--- src/rtl/traffic_pkg.sv ---
// Shared types and default timing constants for the intersection controllers.
// Pure declarations; no latency or backpressure.
// Durations are in core clock cycles at 50 MHz.
package traffic_pkg;

    typedef enum logic [2:0] {
        IDLE,
        WAIT_RED,
        WALK,
        CLEAR,
        FAULT
    } ped_state_t;

    localparam int unsigned DEF_WALK_CYCLES       = 32'd350000000;
    localparam int unsigned DEF_CLEAR_CYCLES      = 32'd250000000;
    localparam int unsigned DEF_FLASH_HALF_CYCLES = 32'd25000000;
    localparam int unsigned DEF_CHIRP_HALF_CYCLES = 32'd12500000;
    localparam int unsigned DEF_CNT_W             = 32'd32;

endpackage

--- src/rtl/sync_2ff.sv ---
// Two-flop synchronizer for a single asynchronous level.
// Latency: 2 clk edges. No backpressure.
// Resets to 0.
module sync_2ff (
    input  logic clk,
    input  logic rst_n,
    input  logic d,
    output logic q
);

    logic r_meta;
    logic r_sync;

    always_ff @(posedge clk or negedge rst_n) begin
        if (!rst_n) begin
            r_meta <= 1'b0;
            r_sync <= 1'b0;
        end else begin
            r_meta <= d;
            r_sync <= r_meta;
        end
    end

    assign q = r_sync;

endmodule

--- src/rtl/ped_signal.sv ---
// Pedestrian WALK/DON'T-WALK controller slaved to the vehicle lamps, with conflict monitor.
// Latency: button to req_pending 3 edges; walk rises on the red-onset edge. No backpressure.
// Optional audible cue on port chirp when PED_CHIRP_EN is defined.
module ped_signal
    import traffic_pkg::*;
#(
    parameter int unsigned WALK_CYCLES       = DEF_WALK_CYCLES,
    parameter int unsigned CLEAR_CYCLES      = DEF_CLEAR_CYCLES,
    parameter int unsigned FLASH_HALF_CYCLES = DEF_FLASH_HALF_CYCLES,
`ifdef PED_CHIRP_EN
    parameter int unsigned CHIRP_HALF_CYCLES = DEF_CHIRP_HALF_CYCLES,
`endif
    parameter int unsigned CNT_W             = DEF_CNT_W
) (
    input  logic clk,
    input  logic rst_n,
    input  logic red,
    input  logic yellow,
    input  logic green,
    input  logic ped_button,
    input  logic fault_clr,
    output logic walk,
    output logic dont_walk,
    output logic req_pending,
    output logic fault
`ifdef PED_CHIRP_EN
    ,
    output logic chirp
`endif
);

    logic             w_btn_sync;
    logic             w_red_rise;
    logic [1:0]       w_lamp_cnt;
    logic             w_one_hot;
    logic             w_conflict;
    logic             w_start;

    ped_state_t       r_state;
    logic             r_red_q;
    logic             r_armed;
    logic             r_req;
    logic             r_walk;
    logic             r_dont_walk;
    logic             r_fault;
    logic [CNT_W-1:0] r_cnt;
    logic [CNT_W-1:0] r_flash_cnt;

    sync_2ff u_btn_sync (
        .clk   (clk),
        .rst_n (rst_n),
        .d     (ped_button),
        .q     (w_btn_sync)
    );

    assign w_red_rise = red & ~r_red_q;
    assign w_lamp_cnt = {1'b0, red} + {1'b0, yellow} + {1'b0, green};
    assign w_one_hot  = (w_lamp_cnt == 2'd1);
    // Lamp checks stay off until the light has shown one valid aspect after reset.
    assign w_conflict = r_armed &&
                        (!w_one_hot || (((r_state == WALK) || (r_state == CLEAR)) && !red));
    assign w_start    = w_red_rise && ((r_state == WAIT_RED) || ((r_state == IDLE) && r_req));

    always_ff @(posedge clk or negedge rst_n) begin
        if (!rst_n) begin
            r_state     <= IDLE;
            r_red_q     <= 1'b0;
            r_armed     <= 1'b0;
            r_req       <= 1'b0;
            r_walk      <= 1'b0;
            r_dont_walk <= 1'b1;
            r_fault     <= 1'b0;
            r_cnt       <= '0;
            r_flash_cnt <= '0;
        end else begin
            r_red_q <= red;
            if (w_one_hot) begin
                r_armed <= 1'b1;
            end

            if (w_conflict) begin
                r_state     <= FAULT;
                r_walk      <= 1'b0;
                r_dont_walk <= 1'b1;
                r_fault     <= 1'b1;
            end else if (w_start) begin
                r_state     <= WALK;
                r_cnt       <= CNT_W'(WALK_CYCLES - 1);
                r_req       <= 1'b0;
                r_walk      <= 1'b1;
                r_dont_walk <= 1'b0;
            end else begin
                case (r_state)
                    IDLE: begin
                        if (r_req) begin
                            r_state <= WAIT_RED;
                        end
                    end
                    WAIT_RED: begin
                    end
                    WALK: begin
                        if (r_cnt == '0) begin
                            r_state     <= CLEAR;
                            r_cnt       <= CNT_W'(CLEAR_CYCLES - 1);
                            r_flash_cnt <= CNT_W'(FLASH_HALF_CYCLES - 1);
                            r_walk      <= 1'b0;
                            r_dont_walk <= 1'b1;
                        end else begin
                            r_cnt <= r_cnt - 1'b1;
                        end
                    end
                    CLEAR: begin
                        if (r_cnt == '0) begin
                            r_state     <= r_req ? WAIT_RED : IDLE;
                            r_dont_walk <= 1'b1;
                        end else begin
                            r_cnt <= r_cnt - 1'b1;
                            if (r_flash_cnt == '0) begin
                                r_flash_cnt <= CNT_W'(FLASH_HALF_CYCLES - 1);
                                r_dont_walk <= ~r_dont_walk;
                            end else begin
                                r_flash_cnt <= r_flash_cnt - 1'b1;
                            end
                        end
                    end
                    FAULT: begin
                        if (fault_clr) begin
                            r_state <= IDLE;
                            r_fault <= 1'b0;
                            r_req   <= 1'b0;
                        end
                    end
                    default: begin
                        r_state <= IDLE;
                    end
                endcase
            end

            // A held or fresh request always survives a same-edge clear.
            if (w_btn_sync) begin
                r_req <= 1'b1;
            end
        end
    end

    assign walk        = r_walk;
    assign dont_walk   = r_dont_walk;
    assign req_pending = r_req;
    assign fault       = r_fault;

`ifdef PED_CHIRP_EN
    logic             r_chirp;
    logic [CNT_W-1:0] r_chirp_cnt;

    always_ff @(posedge clk or negedge rst_n) begin
        if (!rst_n) begin
            r_chirp     <= 1'b0;
            r_chirp_cnt <= '0;
        end else if (w_conflict) begin
            r_chirp <= 1'b0;
        end else if (w_start) begin
            r_chirp     <= 1'b1;
            r_chirp_cnt <= CNT_W'(CHIRP_HALF_CYCLES - 1);
        end else if ((r_state == WALK) && (r_cnt != '0)) begin
            if (r_chirp_cnt == '0) begin
                r_chirp     <= ~r_chirp;
                r_chirp_cnt <= CNT_W'(CHIRP_HALF_CYCLES - 1);
            end else begin
                r_chirp_cnt <= r_chirp_cnt - 1'b1;
            end
        end else begin
            r_chirp <= 1'b0;
        end
    end

    assign chirp = r_chirp;
`endif

endmodule
--- config.mk ---
export PLATFORM = sky130hd
export DESIGN_NAME = ped_signal
export DESIGN_NICKNAME = d
export VERILOG_FILES = /design/src/rtl/traffic_pkg.sv /design/src/rtl/sync_2ff.sv /design/src/rtl/ped_signal.sv
export SDC_FILE = /design/constraint.sdc
export NUM_CORES = 1
export LEC_CHECK = 0
export BUFFER_PORTS_ARGS = -buffer_cell sky130_fd_sc_hd__buf_2
export CAP_MARGIN = 20
export CORE_MARGIN = 4
export CORE_UTILIZATION = 59
export CTS_BUF_LIST = sky130_fd_sc_hd__clkbuf_4 sky130_fd_sc_hd__clkbuf_8
export CTS_CLUSTER_DIAMETER = 60
export DETAILED_ROUTE_END_ITERATION = 7
export PLACE_DENSITY = 0.89
export SLEW_MARGIN = 10
export SYNTH_ARGS = -nofsm -noshare
export SYNTH_HDL_FRONTEND = slang
export SYNTH_SLANG_ARGS = --single-unit
--- constraint.sdc ---
create_clock -name clk -period 2.6 [get_ports clk]
set_input_delay 0.52 -clock clk [delete_from_list [all_inputs] [get_ports clk]]
set_output_delay 0.52 -clock clk [all_outputs]
set_load 0.005 [all_outputs]
==> After elaboration in Yosys (flattened, before gate mapping) <==
Index checks and enable logic that the tools add are counted.
{ "totals": {"regBits": 75, "inputBits": 7, "output_inout_bits": 4, "word_cells": 97} }
{ "classes": {"addsub": 4, "n_eq_ne": 16, "muxes": 33, "n_bitwise": 5, "n_reduce_logical": 28} }
{ "op_table": {"columns": ["operator", "n"], "rows": [
  ["$mux 32", 6],
  ["$pmux 32 s2", 2],
  ["$logic_not 32->1", 2],
  ["$sub 32x1->32 const B", 2],
  ["$mux 3", 6],
  ["$mux 1", 17],
  ["$pmux 3 s5", 1],
  ["$reduce_bool 3->1", 5],
  ["$reduce_and 3->1", 4],
  ["$reduce_and 5->1", 2],
  ["$ne 4x3->1 const B", 2],
  ["$ne 4x4->1 const B", 2],
  ["$eq 3x2->1 const B", 2],
  ["$ne 3x3->1 const B", 2],
  ["$reduce_bool 2->1", 3],
  ["$ne 5x3->1 const B", 1],
  ["$logic_and 1x1->1", 4],
  ["$ne 2x1->1 const B", 2],
  ["$ne 2x2->1 const B", 2],
  ["$not 1->1", 4],
  ["$reduce_bool 4->1", 1],
  ["$eq 3x1->1 const B", 1],
  ["$eq 3x3->1 const B", 1],
  ["$logic_not 3->1", 1],
  ["8 further kinds", 11]
]} }

==> Logic depth before layout (Yosys ltp) <==
{ "logic_depth": {"depth_word": 8, "mapped_depth": 11, "mapped_depth_nobuf": 9} }

==> By module <==
Synthesis repeated with hierarchy kept, for this count alone.
{ "hier_totals": {"hier_cells": 474, "hier_area_um2": 4175.3} }
{ "modules_own_cells": {"columns": ["module", "instances", "cells_each", "area_per_inst_um2", "seq_area_each_um2"], "rows": [
  ["ped_signal", 1, 472, 4125.2, 1828.0],
  ["sync_2ff", 1, 2, 50.0, 50.0]
]} }

==> Worst setup path before layout <==
OpenSTA, ideal clock, no wires.
{ "synth_timing": {"kind": "in2reg", "start": "input port red", "end": "register r_flash_cnt[15]", "setup_ps": 83, "arrival_time_ps": 2654, "required_ps": 2517, "path_slack_ps": -136, "stages": 9, "n_path_buf": 2, "path_cell_list": "fa_1 > nand2b_1 > o21ai_0 > clkbuf_1 > nand2_1 > or3_2 > buf_8 > or3_1 > o21ai_0"} }
{ "synth_between": {"elab_chain_len": 8, "elab_cells_between_ends": 13, "classes_between": "add/sub: 2; eq/ne: 1; bitwise: 3; reduce/logical: 7"} }
{ "synth_lines": {"columns": ["element", "line", "text"], "rows": [
  ["start, declared", "ped_signal.sv:17", "input logic red,"],
  ["$add 1x1->2", "ped_signal.sv:57", "assign w_lamp_cnt = {1'b0, red} + {1'b0, yellow} + {1'b0, green};"],
  ["$add 2x1->2", "ped_signal.sv:57", null],
  ["$eq 2x1->1", "ped_signal.sv:58", "assign w_one_hot = (w_lamp_cnt == 2'd1);"],
  ["$logic_not 1->1", "ped_signal.sv:61", "(!w_one_hot || (((r_state == WALK) || (r_state == CLEAR)) && !red));"],
  ["$logic_or 1x1->1", "ped_signal.sv:61", null],
  ["$logic_and 1x1->1", "ped_signal.sv:60", "assign w_conflict = r_armed &&"],
  ["$not 1->1 (no source line)", null, null],
  ["$reduce_and 5->1 (no source line) (*)", null, null],
  ["end signal, assigned", "ped_signal.sv:105", "r_flash_cnt <= CNT_W'(FLASH_HALF_CYCLES - 1);"],
  ["end signal, assigned", "ped_signal.sv:119", "r_flash_cnt <= CNT_W'(FLASH_HALF_CYCLES - 1);"],
  ["end signal, assigned", "ped_signal.sv:122", "r_flash_cnt <= r_flash_cnt - 1'b1;"],
  ["end, declared", "ped_signal.sv:47", "logic [CNT_W-1:0] r_flash_cnt;"]
]} }
Every way passes the cells marked *; elsewhere a longest branch is shown, timed or not.
A chain may end at the register's enable or synchronous reset.

==> Worst setup path in the final report <==
{ "layout_timing": {"start": "register r_cnt[8]", "end": "register r_cnt[12]"} }
{ "layout_between": {"elab_chain_len": 4, "elab_cells_between_ends": 8, "classes_between": "add/sub: 1; eq/ne: 1; mux: 4; reduce/logical: 2"} }
{ "layout_lines": {"columns": ["element", "line", "text"], "rows": [
  ["start, declared", "ped_signal.sv:46", "logic [CNT_W-1:0] r_cnt;"],
  ["start signal, assigned", "ped_signal.sv:88", "r_cnt <= CNT_W'(WALK_CYCLES - 1);"],
  ["start signal, assigned", "ped_signal.sv:104", "r_cnt <= CNT_W'(CLEAR_CYCLES - 1);"],
  ["start signal, assigned", "ped_signal.sv:109", "r_cnt <= r_cnt - 1'b1;"],
  ["$sub 32x1->32 or $logic_not 32->1 (tied branches)", null, null],
  ["$mux 32, on equally long branches", "ped_signal.sv:113, ped_signal.sv:102", null],
  ["$pmux 32 s2", "ped_signal.sv:93", "case (r_state)"],
  ["$mux 32", "ped_signal.sv:86", "end else if (w_start) begin"]
]} }
Several ways; a longest one is shown, not always the timed one. The select of a mux whose other input is x is not followed.

==> impl_metrics.env <==
export IMPL_die_h_um=92.7
export IMPL_cp_top_family="simple AND/OR/NAND/NOR gates"
export IMPL_drt_total_wl_mm=12.0
export IMPL_synth_avg_cell_area_um2=8.79
export IMPL_routedWlPerCell_um=18.5
export IMPL_pre_cts_slack_ns=-0.209
export IMPL_fin_crit_sh_pct=104
export IMPL_die_x_um=92.7
export IMPL_via_per_inst=6.71
export IMPL_n_fill_cell=402
export IMPL_cap_violations=0
export IMPL_pwr_share_seq_pct=49.4
export IMPL_layout_nets=559
export IMPL_internal_power_mw=2.03
export IMPL_synth_common_cells="74 x dfrtp_1, 55 x o21ai_0, 39 x a21oi_1"
export IMPL_report_final_setup_viol=11
export IMPL_drc_errors=0
export IMPL_cts_tree="done"
export IMPL_swShare_pct=29.1
export IMPL_yosys_top_cells_area="dfrtp_1 44%, o21ai_0 6.5%, a21oi_1 4.6%"
export IMPL_grt_pass1_wl_mm=18.4
export IMPL_grt_antenna_before_repair=0
export IMPL_clkPwrFrac_pct=35.1
export IMPL_ir_drop_v=0.000397
export IMPL_crit_arrival_ns=2.90
export IMPL_final_area_mm2=0.00517
export IMPL_async_flop_share_pct=100
export IMPL_post_dp_hpwl_mm=7.38
export IMPL_cts_buffers=9
export IMPL_area_growth_pct=22.1
export IMPL_place_area_mm2=0.00472
export IMPL_synth_seq_area_share_pct=44.3
export IMPL_grt_pass1_vias=4068
export IMPL_synth_flop_cell="dfrtp_1"
export IMPL_critPathRequiredTime_ns=2.81
export IMPL_status="complete, but fails checks"
export IMPL_grt_start_max_net_pins=76
export IMPL_fin_crit_ns=2.69
export IMPL_design_power_total_mw=2.86
export IMPL_die_area_mm2=0.00860
export IMPL_port_buffers=10
export IMPL_reg_largest_list="r_cnt x32, r_flash_cnt x32, r_state x3"
export IMPL_vias=4355
export IMPL_power_switching_mw=0.830
export IMPL_clkSinkCount=75
export IMPL_ys_ff_latch=75
export IMPL_final_max_slew_viol_count=0
export IMPL_synth_top_cell_area_share_pct=43.7
export IMPL_syn_area_mm2=0.00424
export IMPL_final_antenna_net_count=0
export IMPL_synth_most_common_cell="dfrtp_1"
export IMPL_worst_path_buf_inv=2
export IMPL_hold_viol_final=0
export IMPL_dr_pass1_iters=6
export IMPL_drive_above_1_share_pct=24.4
export IMPL_clk_pin_slew_worst_paths_ns=0.09
export IMPL_drtIter0Drc=688
export IMPL_ioPinCount=11
export IMPL_ctsRootBufferMaster="clkbuf_8"
export IMPL_cpPeakStageDelay_ns=0.62
export IMPL_cp_cell_sequence="nor4_1, nand3_2, buf_6, nor4_4, o21a_2, clkinvlp_4, o21ai_1, o21ai_0"
export IMPL_violations="negative setup slack"
export IMPL_pwr_share_comb_pct=15.5
export IMPL_core_mm2=0.00687
export IMPL_initial_core_util_pct=61.7
export IMPL_synth_edf_count=0
export IMPL_antenna_cells=0
export IMPL_post_route_util_pct=75.3
export IMPL_timing_fmax_ghz=0.372
export IMPL_synthCells=482
export IMPL_cpMaxStageDelayCell="nor4_1"
export IMPL_place_congestion=1.01
export IMPL_hp_class="in2reg"
export IMPL_layout_setup_ws_ns=-0.0912
export IMPL_seq_area_mm2=0.00188
export IMPL_cts_htree_levels=3
export IMPL_relSlewSlack_pct=36.8
export IMPL_rows=30
export IMPL_p_leak_nw=2.17
export IMPL_cp_max_fo=5
export IMPL_fin_worst_skew_ns=0.0135
export IMPL_clk_latency_ns=0.35
export IMPL_syn_nets=493
export IMPL_end_kind="flip-flop"
export IMPL_cts_max_path_buffers=2
export IMPL_critPathLaunchType="flip-flop"
export IMPL_power_density_mw_per_mm2=552
export IMPL_crit_type="reg2reg"
export IMPL_multiInputGateArea_mm2=0.00225
export IMPL_worst_pin_slew_ns=0.948
export IMPL_grt_usage_pct=26.2
export IMPL_yosysTopAreaCell="dfrtp_1"
export IMPL_grt_overflow_total=0
export IMPL_yosys_warnings=0
export IMPL_ys_types=61
[layout make-up]
type	instances	share of cell area (%)
Inverter	22	1.67
Tap cell	96	2.32
Sequential cell	75	36.3
Clock inverter	6	1.72
Timing Repair inverter	1	0.145
Clock buffer	10	2.54
Multi-Input combinational cell	364	43.6
Timing Repair Buffer	75	11.7
[worst paths after layout]
| path | depth (start not counted) | end | start | slack (ns) |
|---|---|---|---|---|
| min reg2reg | 0 | u_btn_sync.q | u_btn_sync.r_meta | 0.36 |
| max in group asynchronous | 1 | r_state[0] | rst_n | 1.67 |
| min in group asynchronous | 1 | r_cnt[15] | rst_n | 0.30 |
| min | 1 | u_btn_sync.r_meta | ped_button | 0.27 |
| max | 8 | r_cnt[12] | r_cnt[8] | -0.09 |
| max reg2reg | 8 | r_cnt[12] | r_cnt[8] | -0.09 |
[per-stage QoR]
| step | instances | hold slack (ns) | setup TNS [ns] |
|---|---|---|---|
| finish | 649 | 0.272 | -0.433 |
| global route | 649 | 0.267 | -0.714 |
| CTS | 638 | 0.270 | 0 |
| detailed placement | 621 | 0.338 | -3.29 |
| global placement | 621 | 0.346 | -0.567 |
| floorplan | 482 | 0.224 | 0 |
[power by group through the flow]
stage	Clock [mW]	Sequential [mW]	Combinational, mW
2_1_floorplan	0	1.39	0.223
3_3_place_gp	0	1.40	0.352
3_5_place_dp	0	1.41	0.372
4_1_cts	0.999	1.39	0.378
5_1_grt	1.06	1.43	0.493
6_report	1.00	1.41	0.443
[cell families after synthesis]
kind of cell,share of synthesized area [%]
buffers and inverters,4.93
muxes,0.975
and+or+nand+nor,26.4
adders and majority gates,1.36
xor gates and xnor gates,0.207
AOI/OAI and AO/OA,21.7
DFF,44.3
[timing repair]
item	CTS	global route
gates cloned	0	2
buffers inserted	1	9
pin swaps	1	7
gates resized for setup	4	28
endpoints found under the setup margin	47	60
hold buffers	0	0
hold endpoints to repair	0	0
[placed cells by master, fill, tap and decap left out, types with 4 or more instances in the layout]
| cell | Yosys | layout |
|---|---|---|
| o21ai_0 | 55 | 49 |
| and2_1 | 5 | 5 |
| buf_4 | 1 | 59 |
| nand3_1 | 14 | 13 |
| or2_2 | 9 | 9 |
| nand2b_1 | 5 | 5 |
| a21oi_1 | 39 | 39 |
| a31oi_1 | 8 | 8 |
| nor4_1 | 19 | 16 |
| nand4_1 | 6 | 6 |
| or3_1 | 17 | 16 |
| o21ai_1 | 3 | 8 |
| nor3_1 | 24 | 24 |
| o31ai_1 | 8 | 8 |
| buf_2 | 8 | 9 |
| nor2_1 | 35 | 35 |
| a21o_1 | 6 | 6 |
| nand2_1 | 37 | 37 |
| dfrtp_1 | 74 | 74 |
| and3_1 | 7 | 7 |
| clkbuf_8 | 0 | 9 |
| or4_4 | 2 | 6 |
| clkinvlp_4 | 0 | 4 |
| inv_1 | 22 | 20 |
[metal layers]
metal / global-route usage [%] / share of wire, % / vias to the layer above / wire [µm]
li1: - / - / 1914 / -
met1: 34.1 / 38 / 2087 / 4630
met5: 0 / 0 / - / 0
met2: 42.8 / 48 / 307 / 5800
met3: 5.20 / 10 / 47 / 1210
met4: 10.9 / 3.2 / 0 / 388
No activity file was read; power rests on OpenSTA's default activity.
